<file path="src/rtl/he_lb_err_inj_pkg.sv">
// Shared types and helpers for the HE-LB protocol-checker error injection sequencer.
package he_lb_err_inj_pkg;

   typedef enum logic [3:0] {
      ERR_NONE                        = 4'd0,
      ERR_TX_VALID_VIOLATION          = 4'd1,
      ERR_TX_MWR_INSUFFICIENT_DATA    = 4'd2,
      ERR_TX_MWR_DATA_PAYLOAD_OVERRUN = 4'd3,
      ERR_MMIO_INSUFFICIENT_DATA      = 4'd4,
      ERR_MMIO_DATA_PAYLOAD_OVERRUN   = 4'd5,
      ERR_MMIO_TIMEOUT                = 4'd6,
      ERR_UNEXP_MMIO_RSP              = 4'd7,
      ERR_TAG_OCCUPIED                = 4'd8,
      ERR_MAX_TAG                     = 4'd9,
      ERR_MAX_READ_REQ_SIZE           = 4'd10,
      ERR_MAX_PAYLOAD                 = 4'd11,
      ERR_MALFORMED_TLP               = 4'd12
   } t_err_code;

   // Field order puts code N on bit N-1.
   typedef struct packed {
      logic malformed_tlp;
      logic max_payload;
      logic max_read_req_size;
      logic max_tag;
      logic tag_occupied;
      logic unexp_mmio_rsp;
      logic mmio_timeout;
      logic mmio_data_payload_overrun;
      logic mmio_insufficient_data;
      logic tx_mwr_data_payload_overrun;
      logic tx_mwr_insufficient_data;
      logic tx_valid_violation;
   } t_prtcl_chkr_err_vector;

   typedef enum logic [2:0] {
      CLS_NONE = 3'd0,
      CLS_MWR  = 3'd1,
      CLS_MRD  = 3'd2,
      CLS_MEM  = 3'd3,
      CLS_CPL  = 3'd4,
      CLS_ANY  = 3'd5
   } t_tlp_class;

   typedef enum logic [1:0] {
      ST_IDLE   = 2'd0,
      ST_ARMED  = 2'd1,
      ST_ACTIVE = 2'd2,
      ST_DRAIN  = 2'd3
   } t_ctrl_state;

   function automatic logic func_code_valid(input logic [3:0] code);
      return (code >= 4'd1) && (code <= 4'd12);
   endfunction

   function automatic t_prtcl_chkr_err_vector func_code_to_vec(input logic [3:0] code);
      logic [11:0] vec;
      vec = 12'd0;
      if (func_code_valid(code)) begin
         vec = 12'd1 << (code - 4'd1);
      end else begin
         vec = 12'd0;
      end
      return t_prtcl_chkr_err_vector'(vec);
   endfunction

   function automatic t_tlp_class func_code_class(input logic [3:0] code);
      case (code)
         4'd1:                      return CLS_MEM;
         4'd2, 4'd3, 4'd11:         return CLS_MWR;
         4'd4, 4'd5, 4'd6, 4'd7:    return CLS_CPL;
         4'd8, 4'd9, 4'd10:         return CLS_MRD;
         4'd12:                     return CLS_ANY;
         default:                   return CLS_NONE;
      endcase
   endfunction

   function automatic logic func_class_match(input t_tlp_class cls, input logic mwr,
                                             input logic mrd, input logic cpl);
      case (cls)
         CLS_MWR: return mwr;
         CLS_MRD: return mrd;
         CLS_MEM: return mwr | mrd;
         CLS_CPL: return cpl;
         CLS_ANY: return 1'b1;
         default: return 1'b0;
      endcase
   endfunction

endpackage

</file>
<file path="src/rtl/he_lb_err_inj_ctrl_if.sv">
// Command, TX-stream tap and status bundle of the error injection sequencer.
interface he_lb_err_inj_ctrl_if
   import he_lb_err_inj_pkg::*;
#(
   parameter int CNT_W = 8
);
   logic                   ctrl_arm;
   logic [3:0]             ctrl_code;
   logic [CNT_W-1:0]       ctrl_count;
   logic                   ctrl_abort;
   logic                   tx_tvalid;
   logic                   tx_tready;
   logic                   tx_tlast;
   logic                   tx_hdr_mwr;
   logic                   tx_hdr_mrd;
   logic                   tx_hdr_cpl;
   t_prtcl_chkr_err_vector error_inj;
   logic                   sts_busy;
   logic                   sts_done;
   logic                   sts_timeout;
   logic                   sts_cfg_err;
   logic [CNT_W-1:0]       sts_inj_cnt;

   modport master (
      output ctrl_arm, ctrl_code, ctrl_count, ctrl_abort,
      output tx_tvalid, tx_tready, tx_tlast, tx_hdr_mwr, tx_hdr_mrd, tx_hdr_cpl,
      input  error_inj, sts_busy, sts_done, sts_timeout, sts_cfg_err, sts_inj_cnt
   );

   modport slave (
      input  ctrl_arm, ctrl_code, ctrl_count, ctrl_abort,
      input  tx_tvalid, tx_tready, tx_tlast, tx_hdr_mwr, tx_hdr_mrd, tx_hdr_cpl,
      output error_inj, sts_busy, sts_done, sts_timeout, sts_cfg_err, sts_inj_cnt
   );
endinterface

</file>
<file path="src/rtl/he_lb_pkt_trk.sv">
// TX stream packet tracker: packet boundaries and completion of packets of a chosen class.
module he_lb_pkt_trk
   import he_lb_err_inj_pkg::*;
(
   input  logic       clk,
   input  logic       rst_n,
   input  logic       tvalid_i,
   input  logic       tready_i,
   input  logic       tlast_i,
   input  logic       hdr_mwr_i,
   input  logic       hdr_mrd_i,
   input  logic       hdr_cpl_i,
   input  t_tlp_class qual_class_i,
   output logic       bnd_o,
   output logic       pkt_end_o,
   output logic       qual_cmpl_o
);
   logic in_pkt_q;
   logic cur_qual_q;
   logic hs_s;
   logic sop_s;
   logic sop_qual_s;

   // Beat decode; header class only matters on the SOP beat.
   always_comb begin
      hs_s       = tvalid_i & tready_i;
      sop_s      = tvalid_i & ~in_pkt_q;
      sop_qual_s = func_class_match(qual_class_i, hdr_mwr_i, hdr_mrd_i, hdr_cpl_i);
      bnd_o      = (~in_pkt_q & ~tvalid_i) | (hs_s & tlast_i);
      pkt_end_o  = hs_s & tlast_i;
      if (sop_s) begin
         qual_cmpl_o = hs_s & tlast_i & sop_qual_s;
      end else begin
         qual_cmpl_o = hs_s & tlast_i & cur_qual_q;
      end
   end

   // In-packet flag and class latched at the SOP handshake.
   always_ff @(posedge clk or negedge rst_n) begin
      if (!rst_n) begin
         in_pkt_q   <= 1'b0;
         cur_qual_q <= 1'b0;
      end else begin
         if (hs_s) begin
            in_pkt_q <= ~tlast_i;
         end
         if (hs_s && sop_s) begin
            cur_qual_q <= sop_qual_s;
         end
      end
   end
endmodule

</file>
<file path="src/rtl/he_lb_err_inj_ctrl.sv">
// Error injection sequencer: arms on command, raises error_inj on a TLP boundary and
// drops it on a boundary once the requested number of qualifying TLPs has passed.
module he_lb_err_inj_ctrl
   import he_lb_err_inj_pkg::*;
#(
   parameter int CNT_W          = 8,
   parameter int TIMEOUT_CYCLES = 1_000_000
) (
   input  logic                clk,
   input  logic                rst_n,
   he_lb_err_inj_ctrl_if.slave bus
);
   localparam int WD_W = $clog2(TIMEOUT_CYCLES + 1);

   t_ctrl_state            state_q;
   t_err_code              code_q;
   logic [CNT_W-1:0]       count_q;
   logic [CNT_W-1:0]       inj_cnt_q;
   logic [WD_W-1:0]        wd_q;
   t_prtcl_chkr_err_vector error_inj_q;
   logic                   busy_q;
   logic                   done_q;
   logic                   timeout_q;
   logic                   cfg_err_q;

   logic                   bnd_s;
   logic                   pkt_end_s;
   logic                   qual_cmpl_s;
   logic                   arm_ok_s;
   logic                   wd_exp_s;
   logic                   exp_act_s;
   logic                   final_s;
   logic [CNT_W-1:0]       inj_cnt_inc_s;
   logic [WD_W-1:0]        wd_inc_s;

   he_lb_pkt_trk u_pkt_trk (
      .clk          (clk),
      .rst_n        (rst_n),
      .tvalid_i     (bus.tx_tvalid),
      .tready_i     (bus.tx_tready),
      .tlast_i      (bus.tx_tlast),
      .hdr_mwr_i    (bus.tx_hdr_mwr),
      .hdr_mrd_i    (bus.tx_hdr_mrd),
      .hdr_cpl_i    (bus.tx_hdr_cpl),
      .qual_class_i (func_code_class(code_q)),
      .bnd_o        (bnd_s),
      .pkt_end_o    (pkt_end_s),
      .qual_cmpl_o  (qual_cmpl_s)
   );

   // Command decode, saturating counters and terminal-condition detection.
   always_comb begin
      arm_ok_s = func_code_valid(bus.ctrl_code) && (bus.ctrl_count != '0);
      wd_exp_s = (wd_q == WD_W'(TIMEOUT_CYCLES - 1));
      wd_inc_s = wd_q + WD_W'(1);
      if (inj_cnt_q == '1) begin
         inj_cnt_inc_s = inj_cnt_q;
      end else begin
         inj_cnt_inc_s = inj_cnt_q + CNT_W'(1);
      end
      final_s   = qual_cmpl_s && (inj_cnt_inc_s == count_q);
      exp_act_s = wd_exp_s && !qual_cmpl_s;
   end

   // Sequencer FSM with registered injection vector and sticky status.
   always_ff @(posedge clk or negedge rst_n) begin
      if (!rst_n) begin
         state_q     <= ST_IDLE;
         code_q      <= ERR_NONE;
         count_q     <= '0;
         inj_cnt_q   <= '0;
         wd_q        <= '0;
         error_inj_q <= '0;
         busy_q      <= 1'b0;
         done_q      <= 1'b0;
         timeout_q   <= 1'b0;
         cfg_err_q   <= 1'b0;
      end else begin
         case (state_q)
            ST_IDLE: begin
               wd_q <= '0;
               if (bus.ctrl_arm && arm_ok_s) begin
                  code_q    <= t_err_code'(bus.ctrl_code);
                  count_q   <= bus.ctrl_count;
                  inj_cnt_q <= '0;
                  done_q    <= 1'b0;
                  timeout_q <= 1'b0;
                  cfg_err_q <= 1'b0;
                  busy_q    <= 1'b1;
                  state_q   <= ST_ARMED;
               end else if (bus.ctrl_arm) begin
                  cfg_err_q <= 1'b1;
               end
            end
            ST_ARMED: begin
               wd_q <= wd_inc_s;
               if (wd_exp_s) begin
                  timeout_q <= 1'b1;
                  busy_q    <= 1'b0;
                  state_q   <= ST_IDLE;
               end else if (bus.ctrl_abort) begin
                  busy_q  <= 1'b0;
                  state_q <= ST_IDLE;
               end else if (bnd_s) begin
                  error_inj_q <= func_code_to_vec(code_q);
                  state_q     <= ST_ACTIVE;
               end
            end
            ST_ACTIVE: begin
               if (qual_cmpl_s) begin
                  inj_cnt_q <= inj_cnt_inc_s;
                  wd_q      <= '0;
               end else begin
                  wd_q <= wd_inc_s;
               end
               // The final completion outranks abort and expiry in the same cycle.
               if (final_s) begin
                  done_q      <= 1'b1;
                  busy_q      <= 1'b0;
                  error_inj_q <= '0;
                  state_q     <= ST_IDLE;
               end else if (bus.ctrl_abort || exp_act_s) begin
                  busy_q <= 1'b0;
                  if (exp_act_s) begin
                     timeout_q <= 1'b1;
                  end
                  if (bnd_s) begin
                     error_inj_q <= '0;
                     state_q     <= ST_IDLE;
                  end else begin
                     state_q <= ST_DRAIN;
                  end
               end
            end
            ST_DRAIN: begin
               if (pkt_end_s) begin
                  error_inj_q <= '0;
                  state_q     <= ST_IDLE;
               end
            end
            default: begin
               error_inj_q <= '0;
               busy_q      <= 1'b0;
               state_q     <= ST_IDLE;
            end
         endcase
      end
   end

   assign bus.error_inj   = error_inj_q;
   assign bus.sts_busy    = busy_q;
   assign bus.sts_done    = done_q;
   assign bus.sts_timeout = timeout_q;
   assign bus.sts_cfg_err = cfg_err_q;
   assign bus.sts_inj_cnt = inj_cnt_q;
endmodule

</file>
<file path="src/flat_wrapper.sv">
// flat-port wrapper written by rule: the top's interface ports become plain ports
module he_lb_err_inj_ctrl_flat import he_lb_err_inj_pkg::*;
#(
   parameter int CNT_W          = 8,
   parameter int TIMEOUT_CYCLES = 1_000_000
)
  (clk, rst_n, bus_ctrl_arm, bus_ctrl_code, bus_ctrl_count, bus_ctrl_abort, bus_tx_tvalid, bus_tx_tready, bus_tx_tlast, bus_tx_hdr_mwr, bus_tx_hdr_mrd, bus_tx_hdr_cpl, bus_error_inj, bus_sts_busy, bus_sts_done, bus_sts_timeout, bus_sts_cfg_err, bus_sts_inj_cnt);
  he_lb_err_inj_ctrl_if #(.CNT_W(CNT_W)) bus_i ();
  input  logic clk;
  input  logic rst_n;
  input wire logic [$bits(bus_i.ctrl_arm)-1:0] bus_ctrl_arm;
  input wire logic [$bits(bus_i.ctrl_code)-1:0] bus_ctrl_code;
  input wire logic [$bits(bus_i.ctrl_count)-1:0] bus_ctrl_count;
  input wire logic [$bits(bus_i.ctrl_abort)-1:0] bus_ctrl_abort;
  input wire logic [$bits(bus_i.tx_tvalid)-1:0] bus_tx_tvalid;
  input wire logic [$bits(bus_i.tx_tready)-1:0] bus_tx_tready;
  input wire logic [$bits(bus_i.tx_tlast)-1:0] bus_tx_tlast;
  input wire logic [$bits(bus_i.tx_hdr_mwr)-1:0] bus_tx_hdr_mwr;
  input wire logic [$bits(bus_i.tx_hdr_mrd)-1:0] bus_tx_hdr_mrd;
  input wire logic [$bits(bus_i.tx_hdr_cpl)-1:0] bus_tx_hdr_cpl;
  output wire logic [$bits(bus_i.error_inj)-1:0] bus_error_inj;
  output wire logic [$bits(bus_i.sts_busy)-1:0] bus_sts_busy;
  output wire logic [$bits(bus_i.sts_done)-1:0] bus_sts_done;
  output wire logic [$bits(bus_i.sts_timeout)-1:0] bus_sts_timeout;
  output wire logic [$bits(bus_i.sts_cfg_err)-1:0] bus_sts_cfg_err;
  output wire logic [$bits(bus_i.sts_inj_cnt)-1:0] bus_sts_inj_cnt;
  assign bus_i.ctrl_arm = bus_ctrl_arm;
  assign bus_i.ctrl_code = bus_ctrl_code;
  assign bus_i.ctrl_count = bus_ctrl_count;
  assign bus_i.ctrl_abort = bus_ctrl_abort;
  assign bus_i.tx_tvalid = bus_tx_tvalid;
  assign bus_i.tx_tready = bus_tx_tready;
  assign bus_i.tx_tlast = bus_tx_tlast;
  assign bus_i.tx_hdr_mwr = bus_tx_hdr_mwr;
  assign bus_i.tx_hdr_mrd = bus_tx_hdr_mrd;
  assign bus_i.tx_hdr_cpl = bus_tx_hdr_cpl;
  assign bus_error_inj = bus_i.error_inj;
  assign bus_sts_busy = bus_i.sts_busy;
  assign bus_sts_done = bus_i.sts_done;
  assign bus_sts_timeout = bus_i.sts_timeout;
  assign bus_sts_cfg_err = bus_i.sts_cfg_err;
  assign bus_sts_inj_cnt = bus_i.sts_inj_cnt;
  he_lb_err_inj_ctrl #(.CNT_W(CNT_W), .TIMEOUT_CYCLES(TIMEOUT_CYCLES)) u_core (.clk(clk), .rst_n(rst_n), .bus(bus_i));
endmodule
</file>
<file path="config.mk">
export PLATFORM = sky130hd
export DESIGN_NAME = he_lb_err_inj_ctrl_flat
export DESIGN_NICKNAME = d
export VERILOG_FILES = /design/src/rtl/he_lb_err_inj_pkg.sv /design/src/rtl/he_lb_err_inj_ctrl_if.sv /design/src/rtl/he_lb_pkt_trk.sv /design/src/rtl/he_lb_err_inj_ctrl.sv /design/src/flat_wrapper.sv
export SDC_FILE = /design/constraint.sdc
export NUM_CORES = 1
export LEC_CHECK = 0
export CAP_MARGIN = 0
export CORE_ASPECT_RATIO = 0.6
export CORE_UTILIZATION = 60
export CTS_CLUSTER_SIZE = 24
export DETAILED_ROUTE_END_ITERATION = 12
export PLACE_DENSITY = 0.85
export SKIP_CTS_REPAIR_TIMING = 1
export SLEW_MARGIN = 20
export SYNTH_ARGS = -nofsm -noshare
export SYNTH_HDL_FRONTEND = slang
export SYNTH_SLANG_ARGS = --single-unit
</file>
<file path="constraint.sdc">
create_clock -name clk -period 4.1 [get_ports clk]
set_input_delay 0.82 -clock clk [delete_from_list [all_inputs] [get_ports clk]]
set_output_delay 0.82 -clock clk [all_outputs]
set_load 0.02 [all_outputs]
</file>
# Yosys cells after proc, flatten, opt, wreduce, memory -nomap -nowiden
# Memory sizes are Yosys's and may differ from the RTL's.
# Cells that the tools add are included.
# word_totals
reg_bits	60
word_cells	134
mem_count	1
inputBits	22
rom_bits	48
out_inout_bits	24
# classes
muxes	42
shifts	1
n_reduce_logical	23
n_addsub	3
n_eq_ne	26
n_lt_le_gt_ge	4
n_bitwise	11
# memory_table
memory	depth	word_bits	read_ports	rd_ports_with_merged_regs	write_ports	line	source
(name not given)	16	3	1	0	0	he_lb_err_inj_pkg.sv:68	case (code)
# ops
op	n
$mux 12	8
$pmux 20 s3	1
$pmux 12 s3	1
$mux 8	3
$add 20x1->20 const B	1
$eq 20x20->1 const B	1
$mux 20	1
$mux 2	8
$ne 2x1->1 const B	8
$pmux 8 s2	1
$mux 1	14
$shl 1x4->12 const A	1
$add 8x1->8 const B	1
$eq 8x8->1	1
$eq 8x8->1 const B	1
$ge 4x1->1 const B	2
$le 4x4->1 const B	2
$pmux 2 s4	1
$reduce_and 4->1	2
$reduce_bool 8->1	1
$logic_and 1x1->1	7
$reduce_and 7->1	1
$and 1x1->1	6
$eq 3x2->1 const B	2
other kinds (22)	35

# Logic depth before layout (Yosys ltp)
# An unclocked memory read counts as a cell.
# logic_depth
depth_word	11
depth_mapped	12
depth_no_buf	10

# Hierarchy
# From an unflattened synthesis, not the netlist that was laid out.
# hier_totals
cells_unflattened	361
hier_area_um2	3543.4
# by_module_without_submodules
mod	area_each_um2	cells_per_inst	seq_area_each_um2	n_inst
he_lb_err_inj_ctrl	3409.5	346	1451.4	1
he_lb_pkt_trk	133.9	15	50.0	1

# Worst setup path before layout
# Ideal clock, no wire load.
# synth_path
path_type	reg-to-reg
startpoint	register u_core.inj_cnt_q[0], in the netlist u_core.bus.sts_inj_cnt[0]
endpoint	register u_core.state_q[0]
stages_incl_launch_ff	9
path_slack_ns	1.480
setup_ns	0.128
n_path_buf	0
arrival_ns	2.493
period_less_slack_ns	2.620
path_cell_list	dfrtp_1 -> ha_1 -> nand3_1 -> nor4_1 -> a311oi_1 -> a211o_1 -> or3_1 -> a21oi_2 -> mux2_1
# synth_via
elab_chain_cells	6
# synth_lines
element	line	source
start, declared	he_lb_err_inj_ctrl.sv:18	logic [CNT_W-1:0] inj_cnt_q;
start signal, assigned	he_lb_err_inj_ctrl.sv:111	inj_cnt_q <= inj_cnt_inc_s;
$add 8x1->8 or $eq 8x8->1 (tied branches)	he_lb_err_inj_ctrl.sv:59, he_lb_err_inj_ctrl.sv:56	
$mux 8 (*)	he_lb_err_inj_ctrl.sv:56	if (inj_cnt_q == '1) begin
$eq 8x8->1 (*)	he_lb_err_inj_ctrl.sv:61	final_s = qual_cmpl_s && (inj_cnt_inc_s == count_q);
$logic_and 1x1->1 (*)	he_lb_err_inj_ctrl.sv:61	
$ne 3x1->1 (no line) or $mux 2 (tied branches)	n/a	
$reduce_and 4->1 (no line) or $pmux 2 s4 (tied branches)	n/a	
end signal, assigned	he_lb_err_inj_ctrl.sv:68	state_q <= ST_IDLE;
end signal, assigned	he_lb_err_inj_ctrl.sv:90	state_q <= ST_ARMED;
end signal, assigned	he_lb_err_inj_ctrl.sv:100	state_q <= ST_IDLE;
end, declared	he_lb_err_inj_ctrl.sv:15	t_ctrl_state state_q;
# Every way passes the cells marked *; elsewhere a longest branch is shown, timed or not.
# A chain may end at the register's enable or synchronous reset.

# Final worst setup path
# layout_path
startpoint	register u_core.inj_cnt_q[1], in the netlist u_core.bus.sts_inj_cnt[1]
endpoint	register u_core.error_inj_q, in the netlist u_core.bus.error_inj[11]
# layout_via
elab_chain_cells	6
# layout_lines
element	line	source
$add 8x1->8 or $eq 8x8->1 (tied branches)	he_lb_err_inj_ctrl.sv:59, he_lb_err_inj_ctrl.sv:56	
$mux 8 (*)	he_lb_err_inj_ctrl.sv:56	
$eq 8x8->1 (*)	he_lb_err_inj_ctrl.sv:61	
$logic_and 1x1->1 (*)	he_lb_err_inj_ctrl.sv:61	
$ne 3x1->1 (no line) or $mux 12 (tied branches)	n/a	
$reduce_and 7->1 (no line) or $pmux 12 s3 (tied branches)	n/a	
end signal, assigned	he_lb_err_inj_ctrl.sv:105	error_inj_q <= func_code_to_vec(code_q);
end, declared	he_lb_err_inj_ctrl.sv:20	t_prtcl_chkr_err_vector error_inj_q;
# Marks and branches as above.

==> results.py <==
metrics = {
    "status": {
        "status": "completed",
    },
    "global_route": {
        "grt_pass1_vias": 3063,
        "grt_antenna_before_repair": 0,
        "grtUsageTotal_pct": 30.0,
        "overflow": 0,
        "grt_pass1_wl_um": 14900,
        "grt_max_degree": 47,
    },
    "cts": {
        "tritoncts": "done",
        "root_buffer": "clkbuf_8",
        "clock_sinks": 60,
        "numCtsBuffers": 9,
        "clk_pin_slew_ps": 70,
        "clockBufferDepth": 2,
        "clock_latency_ps": 330,
        "htree_levels": 3,
    },
    "sta": {
        "timing.final.crit_period_ps": 3270,
        "whs_ps": 500,
        "period_share_pct": 79.8,
        "clock.fmax_ghz": 0.306,
        "tightest_slew_ps": 974,
        "max-slew-margin-rel_pct": 34.5,
        "tns_ps": 0,
        "finClkSkew_ps": 9.32,
        "report.final.slew_viol_count": 0,
        "rsz0062_at_grt": "false",
        "setup_violations": 0,
        "hold_viol_final": 0,
    },
    "floorplan": {
        "rows": 21,
        "die_x_um": 103,
        "initial_core_util_pct": 64.1,
        "core_mm2": 0.00573,
        "fp.dieH_um": 62.6,
        "io_pins": 46,
        "die_area_mm2": 0.00645,
    },
    "finish": {
        "drive_above_1_share_pct": 8.74,
        "syn_to_final_growth_pct": 17.5,
        "final_area_mm2": 0.00431,
        "antenna_cells": 0,
        "nNetsFinal": 473,
        "final_util_pct": 75.3,
        "final_cells": 526,
    },
    "critical_path": {
        "startpoint": "u_core.bus.sts_inj_cnt[1]",
        "cp.required_ps": 4320,
        "r2r_start": "u_core.bus.sts_inj_cnt[1]",
        "crit_type": "reg -> reg",
        "critical_path_arrival_ps": 3490,
        "start_kind": "flop",
        "crit_path_end_kind": "flop",
        "path_max_fanout": 12,
    },
    "hold_path": {
        "hold_path_class": "in -> async",
    },
    "route": {
        "ant_nets": 0,
        "dr.pass1.iters": 5,
        "vias_per_cell": 6.40,
        "avgRoutedWirePerCell_um": 17.2,
        "dr_total_vias": 3367,
        "drc": 0,
        "totalWireLength_um": 9040,
        "first_iter_violations": 251,
    },
    "synth": {
        "synthFlopType": "dfrtp_1",
        "async_flop_share_pct": 100,
        "synth_edf_count": 0,
        "yosys_warnings": 0,
        "ys_seq_elements": 60,
        "syn_inst": 406,
        "ys_types": 61,
        "ys_seq_area_share_pct": 40.9,
        "postSynthAreaPerCell_um2": 9.05,
        "netlist_area_mm2": 0.00367,
        "syn-num-nets": 436,
    },
    "power_and_ir_drop": {
        "peakVddDrop_mv": 0.374,
        "powerDensity_mw_per_mm2": 606,
        "internal_power_mw": 1.54,
        "p_leak_nw": 1.76,
        "share_seq_of_total_power_pct": 34.5,
        "switching_share_pct": 41.2,
        "clkPwrFrac_pct": 20.3,
        "switchingPower_mw": 1.08,
        "power_frac_comb_pct": 45.2,
    },
    "placement": {
        "dpl_cell_area_mm2": 0.00412,
        "portBuffers": 45,
        "gp_congestion": 0.892,
        "dpl.hpwl_um": 6520,
        "dp_cells": 512,
    },
    "job": {
        "max-cap-violations": 0,
    },
}
cells by family (layout without fill, tap and decap cells):
kind of cell    count (synthesis)  in the layout  share of synthesized area (%)
buf+inv                        47             87                           5.89
simple gates                  160            160                           23.2
xor+xnor                       11             11                           2.62
flops                          60             60                           40.9
fa+ha+maj                       8              8                           2.73
compound gates                 99             99                           18.3
mux                            21             21                           6.30
layout by cell type, fill, tap and decap left out, types with 7 or more instances in the layout:
master and n:
dfrtp_1 60, nor2_1 30, nor3_1 9, or4_1 11, clkbuf_8 11, mux2_2 14, nand2_1 39, inv_1 24
nor4_1 10, a21oi_1 29, clkdlybuf4s50_1 44, nand4_1 10, nand3_1 14, o21ai_1 8, o21ai_0 17, nor2b_1 7
a32o_1 7, ha_1 8
final timing paths:
kind,endpoint,slack [ps],cells after the start
min in group clk,u_core.bus.error_inj[0],500,1
max reg2reg,u_core.bus.error_inj[11],830,8
max in group asynchronous,u_core.code_q[1],2960,2
min reg2reg,u_core.bus.error_inj[0],500,1
max,u_core.bus.error_inj[11],830,8
min,u_core.wd_q[6],500,1
critical path, stage by stage, from the launching register on:
cell and delay (ps):
dfrtp_1 460, ha_1 320, nand3_1 300, o2111ai_1 430, o32ai_1 130, o221ai_1 320
nor4_1 130, o21ai_1 690, mux2_1 380
routing by layer:
metal | share of wire, % | GRT usage [%] | vias up
met5 | 0 | 0 | -
met4 | 1.4 | 10.0 | 0
met3 | 7.2 | 6.15 | 19
met2 | 44 | 42.8 | 158
met1 | 47 | 45.2 | 1630
li1 | - | - | 1560
synth_stat cells, drive strengths merged, types with 4 or more instances:
library cell | n | share of area, %
o211ai | 5 | 1.0
nand2 | 39 | 4.0
xor2 | 6 | 1.4
nor4 | 10 | 1.7
ha | 8 | 2.7
nor2b | 7 | 1.2
dfrtp | 60 | 41
clkbuf | 8 | 0.82
o21ai | 25 | 3.4
inv | 24 | 2.5
nor3 | 10 | 1.5
or4 | 11 | 2.2
nand2b | 4 | 0.68
nor2 | 30 | 3.1
xnor2 | 5 | 1.2
a21oi | 30 | 4.2
buf | 15 | 2.6
and3 | 5 | 0.85
mux2 | 17 | 5.2
nand3 | 14 | 1.9
a32o | 7 | 1.9
a22o | 5 | 1.2
nand4 | 11 | 2.0
mux2i | 4 | 1.1
and4 | 4 | 1.0
final cells by class:
class	instances	area, um2
Multi-Input combinational cell	299	1950
Sequential cell	60	1500
Fill cell	437	1410
Timing Repair Buffer	49	478
Clock buffer	12	155
Tap cell	80	100
Inverter	24	90.1
Clock inverter	2	35.0
sequential cells by signal, summed over array words and instances, names as in the netlist:
name                         flops
u_core.bus.sts_busy              1
u_core.u_pkt_trk.cur_qual_q      1
u_core.bus.sts_inj_cnt           8
u_core.bus.error_inj            12
u_core.bus.sts_done              1
u_core.state_q                   2
u_core.wd_q                     20
u_core.bus.sts_timeout           1
u_core.code_q                    4
u_core.u_pkt_trk.in_pkt_q        1
u_core.bus.sts_cfg_err           1
u_core.count_q                   8
power groups by stage:
| stage | Sequential [mW] | Clock, mW | Combinational, mW |
|---|---|---|---|
| floorplan | 0.903 | 0 | 0.809 |
| global placement | 0.890 | 0 | 1.11 |
| detailed placement | 0.900 | 0 | 1.16 |
| CTS | 0.893 | 0.535 | 1.17 |
| global route | 0.921 | 0.561 | 1.28 |
| finish | 0.901 | 0.531 | 1.18 |
metrics by stage:
step	worst slack (ps)	total power, mW
after global placement	801	2.00
after floorplan	1480	1.71
final	829	2.62
after detailed placement	581	2.06
after CTS	895	2.60
after global routing	616	2.77
No activity file was read; power rests on OpenSTA's default activity.
